$ cat src/rtl/hdr_exit_restart_gen_pkg.sv
// Shared definitions for the HDR Restart/Exit pattern generator: FSM states,
// pattern codes and the number of SDA toggle phases per pattern.
package hdr_exit_restart_gen_pkg;

   typedef enum logic [2:0] {
      ST_IDLE   = 3'd0,
      ST_PRE    = 3'd1,
      ST_TOGGLE = 3'd2,
      ST_SCL_HI = 3'd3,
      ST_SDA_HI = 3'd4,
      ST_DONE   = 3'd5
   } state_t;

   localparam logic PAT_RESTART = 1'b0;
   localparam logic PAT_EXIT    = 1'b1;

   localparam int TOGGLES_RESTART = 4;
   localparam int TOGGLES_EXIT    = 7;

   // Zero-based index of the last TOGGLE phase for the selected pattern.
   function automatic logic [2:0] toggle_last(input logic sel);
      return (sel == PAT_EXIT) ? 3'(TOGGLES_EXIT - 1) : 3'(TOGGLES_RESTART - 1);
   endfunction

endpackage

$ cat src/rtl/hdr_phase_timer.sv
// Loadable phase down-counter. Loading sets P_PHASE_CYC-1, so a phase that is
// reloaded every time expire is seen lasts exactly P_PHASE_CYC cycles.
module hdr_phase_timer #(
   parameter int P_PHASE_CYC = 4
) (
   input  logic clk,
   input  logic rst,
   input  logic load,
   output logic expire
);

   localparam int P_CNT_W = $clog2(P_PHASE_CYC + 1);
   localparam logic [P_CNT_W-1:0] LOAD_VAL = P_CNT_W'(P_PHASE_CYC - 1);

   logic [P_CNT_W-1:0] count;

   // Reload on request, otherwise count down and park at zero.
   always_ff @(posedge clk or posedge rst) begin
      if (rst) begin
         count <= '0;
      end else if (load) begin
         count <= LOAD_VAL;
      end else if (count != '0) begin
         count <= count - P_CNT_W'(1);
      end
   end

   assign expire = (count == '0);

endmodule

$ cat src/rtl/hdr_exit_restart_gen.sv
// Controller-side generator of the I3C HDR Restart and HDR Exit bus patterns.
// A rising edge on i_engine_en while idle runs one complete pattern; every
// output is a registered Moore value of the phase being entered.
module hdr_exit_restart_gen
   import hdr_exit_restart_gen_pkg::*;
#(
   parameter int P_PHASE_CYC = 4
) (
   input  logic i_sys_clk,
   input  logic i_sys_rst,
   input  logic i_engine_en,
   input  logic i_pattern_sel,
   output logic o_sclgen_scl,
   output logic o_sdahnd_sda,
   output logic o_sdahnd_pp_od,
   output logic o_busy,
   output logic o_engine_done
);

   state_t     state;
   logic       en_q;
   logic       sel_q;
   logic [2:0] tog_cnt;
   logic       start;
   logic       phase_active;
   logic       timer_load;
   logic       timer_expire;

   // Start detection and phase timer reload: every timed phase restarts the timer when it ends.
   always_comb begin
      start        = i_engine_en & ~en_q & (state == ST_IDLE);
      phase_active = (state == ST_PRE) | (state == ST_TOGGLE) |
                     (state == ST_SCL_HI) | (state == ST_SDA_HI);
      timer_load   = start | (phase_active & timer_expire);
   end

   hdr_phase_timer #(
      .P_PHASE_CYC(P_PHASE_CYC)
   ) u_phase_timer (
      .clk    (i_sys_clk),
      .rst    (i_sys_rst),
      .load   (timer_load),
      .expire (timer_expire)
   );

   // Pattern FSM; outputs are loaded with the values of the state being entered.
   always_ff @(posedge i_sys_clk or posedge i_sys_rst) begin
      if (i_sys_rst) begin
         state          <= ST_IDLE;
         en_q           <= 1'b0;
         sel_q          <= PAT_RESTART;
         tog_cnt        <= 3'd0;
         o_sclgen_scl   <= 1'b1;
         o_sdahnd_sda   <= 1'b1;
         o_sdahnd_pp_od <= 1'b0;
         o_busy         <= 1'b0;
         o_engine_done  <= 1'b0;
      end else begin
         en_q          <= i_engine_en;
         o_engine_done <= 1'b0;
         case (state)
            ST_IDLE: begin
               if (start) begin
                  state          <= ST_PRE;
                  sel_q          <= i_pattern_sel;
                  tog_cnt        <= 3'd0;
                  o_sclgen_scl   <= 1'b0;
                  o_sdahnd_sda   <= 1'b1;
                  o_sdahnd_pp_od <= 1'b1;
                  o_busy         <= 1'b1;
               end
            end
            ST_PRE: begin
               if (timer_expire) begin
                  state        <= ST_TOGGLE;
                  o_sdahnd_sda <= 1'b0;
               end
            end
            ST_TOGGLE: begin
               if (timer_expire) begin
                  if (tog_cnt == toggle_last(sel_q)) begin
                     state          <= ST_SCL_HI;
                     o_sclgen_scl   <= 1'b1;
                     o_sdahnd_pp_od <= 1'b0;
                  end else begin
                     tog_cnt      <= tog_cnt + 3'd1;
                     o_sdahnd_sda <= ~o_sdahnd_sda;
                  end
               end
            end
            ST_SCL_HI: begin
               if (timer_expire) begin
                  if (sel_q == PAT_EXIT) begin
                     state        <= ST_SDA_HI;
                     o_sdahnd_sda <= 1'b1;
                  end else begin
                     state         <= ST_DONE;
                     o_busy        <= 1'b0;
                     o_engine_done <= 1'b1;
                  end
               end
            end
            ST_SDA_HI: begin
               if (timer_expire) begin
                  state         <= ST_DONE;
                  o_busy        <= 1'b0;
                  o_engine_done <= 1'b1;
               end
            end
            ST_DONE: begin
               state <= ST_IDLE;
            end
            default: begin
               state <= ST_IDLE;
            end
         endcase
      end
   end

endmodule

$ cat config.mk
export PLATFORM = sky130hd
export DESIGN_NAME = hdr_exit_restart_gen
export DESIGN_NICKNAME = d
export VERILOG_FILES = /design/src/rtl/hdr_exit_restart_gen_pkg.sv /design/src/rtl/hdr_phase_timer.sv /design/src/rtl/hdr_exit_restart_gen.sv
export SDC_FILE = /design/constraint.sdc
export NUM_CORES = 1
export LEC_CHECK = 0
export CORE_MARGIN = 2
export CORE_UTILIZATION = 50
export DETAILED_ROUTE_END_ITERATION = 10
export DONT_BUFFER_PORTS = 1
export SLEW_MARGIN = 20
export SYNTH_ARGS = -nofsm -noshare
export SYNTH_HDL_FRONTEND = slang
export SYNTH_SLANG_ARGS = --single-unit
$ cat constraint.sdc
create_clock -name i_sys_clk -period 2.2 [get_ports i_sys_clk]
set_input_delay 0.44 -clock i_sys_clk [delete_from_list [all_inputs] [get_ports i_sys_clk]]
set_output_delay 0.44 -clock i_sys_clk [all_outputs]
set_load 0.05 [all_outputs]
### After elaboration in Yosys (flattened, before gate mapping)

Cells that the tools add are included.

* bits in registers: 16
* word-level logic and storage cells: 84

* $add $sub $neg: 2
* bitwise operators: 9
* muxes and demuxes: 36
* equal/unequal tests: 14
* reductions and logical operators: 13

Operators with widths (number)
* 3-bit 2-to-1 mux: 12
* 1-bit 2-to-1 mux: 17
* 2-bit inequality test (second input constant): 8
* 3-bit one-hot mux with 5 select lines: 1
* 4-bit AND reduction: 2
* 7-bit AND reduction: 1
* 3-bit by 2-bit == test with 1-bit output (second input constant): 2
* 3-bit logical NOT: 2
* 1-bit one-hot mux with 2 select lines: 3
* 3-bit one-hot mux with 2 select lines: 1
* 6-bit AND reduction: 1
* 3-bit nonzero test: 2
* 5-bit AND reduction: 1
* 1-bit OR: 4
* 1-bit one-hot mux with 4 select lines: 1
* 2-bit nonzero test: 2
* 4-bit nonzero test: 1
* 3-bit by 1-bit adder with 3-bit output (second input constant): 1
* 1-bit AND: 3
* 3-bit by 1-bit == test with 1-bit output (second input constant): 1
* 3-bit == test: 1
* 3-bit == test (second input constant): 1
* 1-bit one-hot mux with 3 select lines: 1
* 3-bit by 1-bit subtractor with 3-bit output (second input constant): 1
* 3 further kinds: 4

### Logic depth before layout (Yosys ltp)

* word-level depth: 7
* depth in mapped cells: 6
* mapped depth without buffers: 6

### Cells and area by module

Synthesis repeated with hierarchy kept, for this count alone.

* cell total of the unflattened synthesis: 100
* area total of the unflattened synthesis: 932.1 µm²

By module, submodules not included
* hdr_exit_restart_gen: area each 747.0 µm², seq. area each 327.8 µm², times used 1, cells each 82
* hdr_phase_timer: area each 185.2 µm², seq. area each 75.1 µm², times used 1, cells each 18

### Least setup slack after synthesis

OpenSTA, ideal clock, no wires.

* path type: register to register
* start: register u_phase_timer.count[0]
* end: register tog_cnt[0]
* stages on the path, launching flop included: 7
* arrival time: 1.696 ns
* path slack: 0.378 ns
* library setup time: 0.126 ns
* buffers on the path: 0
* path through: dfrtp_1 -> inv_1 -> ha_1 -> and3b_1 -> nand3_1 -> a211o_2 -> a221o_1

* longest elaborated chain between the ends: 3

RTL lines
* start, declared: line hdr_phase_timer.sv:15 `logic [P_CNT_W-1:0] count;`
* start signal, assigned: line hdr_phase_timer.sv:24 `count <= count - P_CNT_W'(1);`
* 3-bit logical NOT: line hdr_phase_timer.sv:28 `assign expire = (count == '0);`
* 2-bit inequality test (no line)
* 4-bit AND reduction (no line)
* end signal, assigned: line hdr_exit_restart_gen.sv:86 `tog_cnt <= tog_cnt + 3'd1;`
* end, declared: line hdr_exit_restart_gen.sv:23 `logic [2:0] tog_cnt;`

Every way passes these cells.
A chain may end at the register's enable or synchronous reset.

### Worst setup path in the final report

Same ends and word-level chain as after synthesis.

==> summary.log <==
[clock_network] total of cells resized after clock tree synthesis 0
[synthesis] Synth warnings 0
[synthesis] post-synth net total 98
[sta] final clock skew 0.0005048 ns
[sta] unrepaired setup endpoints after global routing no
[drt] residual antenna-violating net count after detailed routing 0
[critical_path] beginning of the worst register-to-register path u_phase_timer.count[0]$_DFFE_PP0P_
[synthesis] count of flip-flops with a built-in enable after synthesis 0
[sta] worst max-slew margin expressed relative to the limit 60.75%
[drt] number of DRC violations after detailed-routing iteration 0 25
[min_path] path type of the worst min-delay path primary input to asynchronous set/reset pin
[critical_path] type of origin of the critical path register
[synthesis] count of unique library cells instantiated by Yosys 40
[sta] Setup Total Neg Slack 0 ns
[placement] area of placed instances 923.4 um2
[finish] number of inserted diodes 0
[flow_run] # Max-Cap Violations 0
[synthesis] mean area per synthesized cell 9.803 um2
[grt] vias in the first global route 670
[synthesis] post-synthesis cell area 892.1 um2
[finish] fraction of layout instances using a drive strength above 1 12.77%
[sta] number of failing setup endpoints in the final timing report 0
[sta] worst-margin pin slew 0.5882 ns
[grt] first-pass GRT wire length 2877 um
[clock_network] maximum level of the CTS H-tree 1
[floorplan] Starting Density 52.23%
[floorplan] die outline area 2138 um2
[sta] worst hold margin 0.09337 ns
[pwr] Peak supply drop 0.7510 mV
[critical_path] crit path capture type register
[outcome] status completed
[critical_path] data arrival time at the worst-slack endpoint 2.13 ns
[drt] met2 WL 768 um
[grt] remaining global-route overflow 0
[clock_network] clock-pin transition on the worst setup and hold timing paths 0.09 ns
[synthesis] Main synth FF type dfrtp_1
[drt] number of search-and-repair iterations in the first detailed-routing pass 4
[sta] Final Hold Vio Count 0
[floorplan] Die Span X 46.24 um
[critical_path] end of the critical path tog_cnt[0]$_DFFE_PP0P_
[drt] final routed wirelength across all metal layers 1639 um
[critical_path] critical setup path kind register to register
[placement] Buffers on Ports 0
[finish] Non-Filler Cell Area, Final 959.7 um2
[floorplan] Die Ht 46.24 um
[critical_path] first element of the critical path u_phase_timer.count[0]$_DFFE_PP0P_
[placement] Routability Congestion 0.8353
[drt] number of remaining DRC errors 0
[drt] via count of the routed design 669
[sta] count of final max-slew check failures 0
[finish] most common cell after layout, fill and taps aside dfrtp_1
[clock_network] worst-skew pair later-pin latency 0.28 ns
[clock_network] number of buffers added by the clock tree synthesis step 3
[clock_network] CTS tree built
[pwr] power per standard cell area 1420 nW/um2
[sta] clock period minus final worst setup slack 1.952 ns
[pwr] standby leakage power 0.4247 nW
[synthesis] share of flip-flops with an asynchronous set or reset 100.0%
[critical_path] endpoint of the worst register-to-register path tog_cnt[0]$_DFFE_PP0P_
[clock_network] count of clock tree sinks 16
[synthesis] #FFs+latches synth 16
[floorplan] I/O pin count 9
[drt] metal1 wirelength 777 um
[clock_network] clock buffer depth 2
[drt] post-detailed-route wirelength per cell 13.77 um
[critical_path] largest fanout on the critical path 5
[placement] HPWL after DPL 1225 um
[synthesis] Seq/Total Area, Yosys 45.16%
[clock_network] cell chosen for the clock root clkbuf_4
[critical_path] reg-to-reg setup timing slack 0.25 ns
[finish] commonest cells after routing, fill and taps aside dfrtp_1 (14), nor2_1 (10), inv_1 (6), nand2_1 (6)
[drt] vias per cell 5.622
[critical_path] logic depth of the worst register-to-register path 6
[finish] P&R area growth vs syn 7.574%
[grt] initial antenna violation count 0
[drt] top sig layer met4
[finish] net count reported at finish 102
[sta] share of the clock period used by the worst path 88.73%
[grt] pin count of the biggest net entering global routing 17
[finish] end-of-flow core utilization 56.19%
[clock_network] post-CTS setup buffer count 0
[drt] length of routed met3 wiring 66 um
[grt] Total GRT Usage 18.79%
[sta] Fmax achieved 0.5123 GHz
[synthesis] Cells after Synth 91
[critical_path] Critical Path RT 2.38 ns
[clock_network] CTS hold repair buffers 0
[floorplan] number of cell rows 15
[floorplan] core area 1708 um2
[state kept, by name (all words and copies together) (netlist names)]
name	cells
u_phase_timer.count	3
o_sdahnd_sda	1
sel_q	1
o_sclgen_scl	1
o_sdahnd_pp_od	1
tog_cnt	3
o_busy	1
state	3
o_engine_done	1
en_q	1
[cells by family (layout without fill, tap and decap cells)]
| family | count (synthesis) | in the layout | share of synthesized area, % |
|---|---|---|---|
| flops | 16 | 16 | 45.16 |
| simple gates | 37 | 37 | 23.56 |
| fa+ha+maj | 3 | 3 | 4.208 |
| mux | 2 | 2 | 2.384 |
| compound gates | 24 | 24 | 20.34 |
| buf+inv | 8 | 11 | 3.366 |
| xor+xnor | 1 | 1 | 0.9819 |
[worst min path at each step]
stage                          from                                  to  slack, ns  cells after the start
after floorplan           i_sys_rst                      en_q$_DFF_PP0_       0.35                      1
after global placement    i_sys_rst          o_sdahnd_pp_od$_DFFE_PP0P_       0.43                      1
after detailed placement  i_sys_rst          o_sdahnd_pp_od$_DFFE_PP0P_       0.44                      1
after CTS                 i_sys_rst          o_sdahnd_pp_od$_DFFE_PP0P_       0.11                      1
after global routing      i_sys_rst  u_phase_timer.count[2]$_DFFE_PP0P_       0.15                      1
final                     i_sys_rst          o_sdahnd_pp_od$_DFFE_PP0P_       0.09                      1
[stage by stage]
stage | cells | total power, mW | worst slack (ns)
2_1_floorplan | 91 | 1.060 | 0.3777
4_1_cts | 119 | 1.379 | 0.2464
3_5_place_dp | 115 | 1.178 | 0.2625
3_3_place_gp | 115 | 1.175 | 0.3145
5_1_grt | 119 | 1.484 | 0.09865
6_report | 119 | 1.363 | 0.2480
[critical path, stage by stage (launching register included)]
cell	delay (ns)
dfrtp_1	0.39
inv_1	0.11
ha_1	0.27
and3b_1	0.26
nand3_1	0.14
a211o_2	0.34
a221o_1	0.34
[per-layer routing]
layer  GRT usage (%)  vias up
met3           3.137        4
met1           26.10      315
met2           28.33       15
met4           8.571        0
li1                -      335
met5               0        -
[report_power, final]
| group | switching, mW | total, mW | internal (mW) |
|---|---|---|---|
| logic | 0.263 | 0.535 | 0.272 |
| clock network | 0.0937 | 0.194 | 0.101 |
| registers | 0.223 | 0.634 | 0.411 |
[area by class of cell]
class                   instances  area (um2)
inverters                       6       22.52
clock buffers                   4       36.28
multi-input cells              67       459.2
well taps                      25       31.28
fillers                       166       748.2
flip-flops and latches         16       402.9
repair buffers                  1       7.507
[synth_stat cells (all sizes together) (2+ instances only)]
cell type	instances	area share (%)
a21oi	3	1.7
dfrtp	14	39
inv	6	2.5
ha	3	4.2
dfstp	2	5.9
nand3	3	1.7
clkbuf	2	0.84
o21a	3	2.5
nor2	11	4.9
o21ai	3	1.7
nand2b	2	2.2
a22o	2	2.0
a21o	2	1.7
and3	2	1.4
nand3b	2	1.7
nand2	6	2.5
nor2b	2	1.4
or2b	2	1.7
a221o	2	2.2
(Power assumes the default switching activity.)
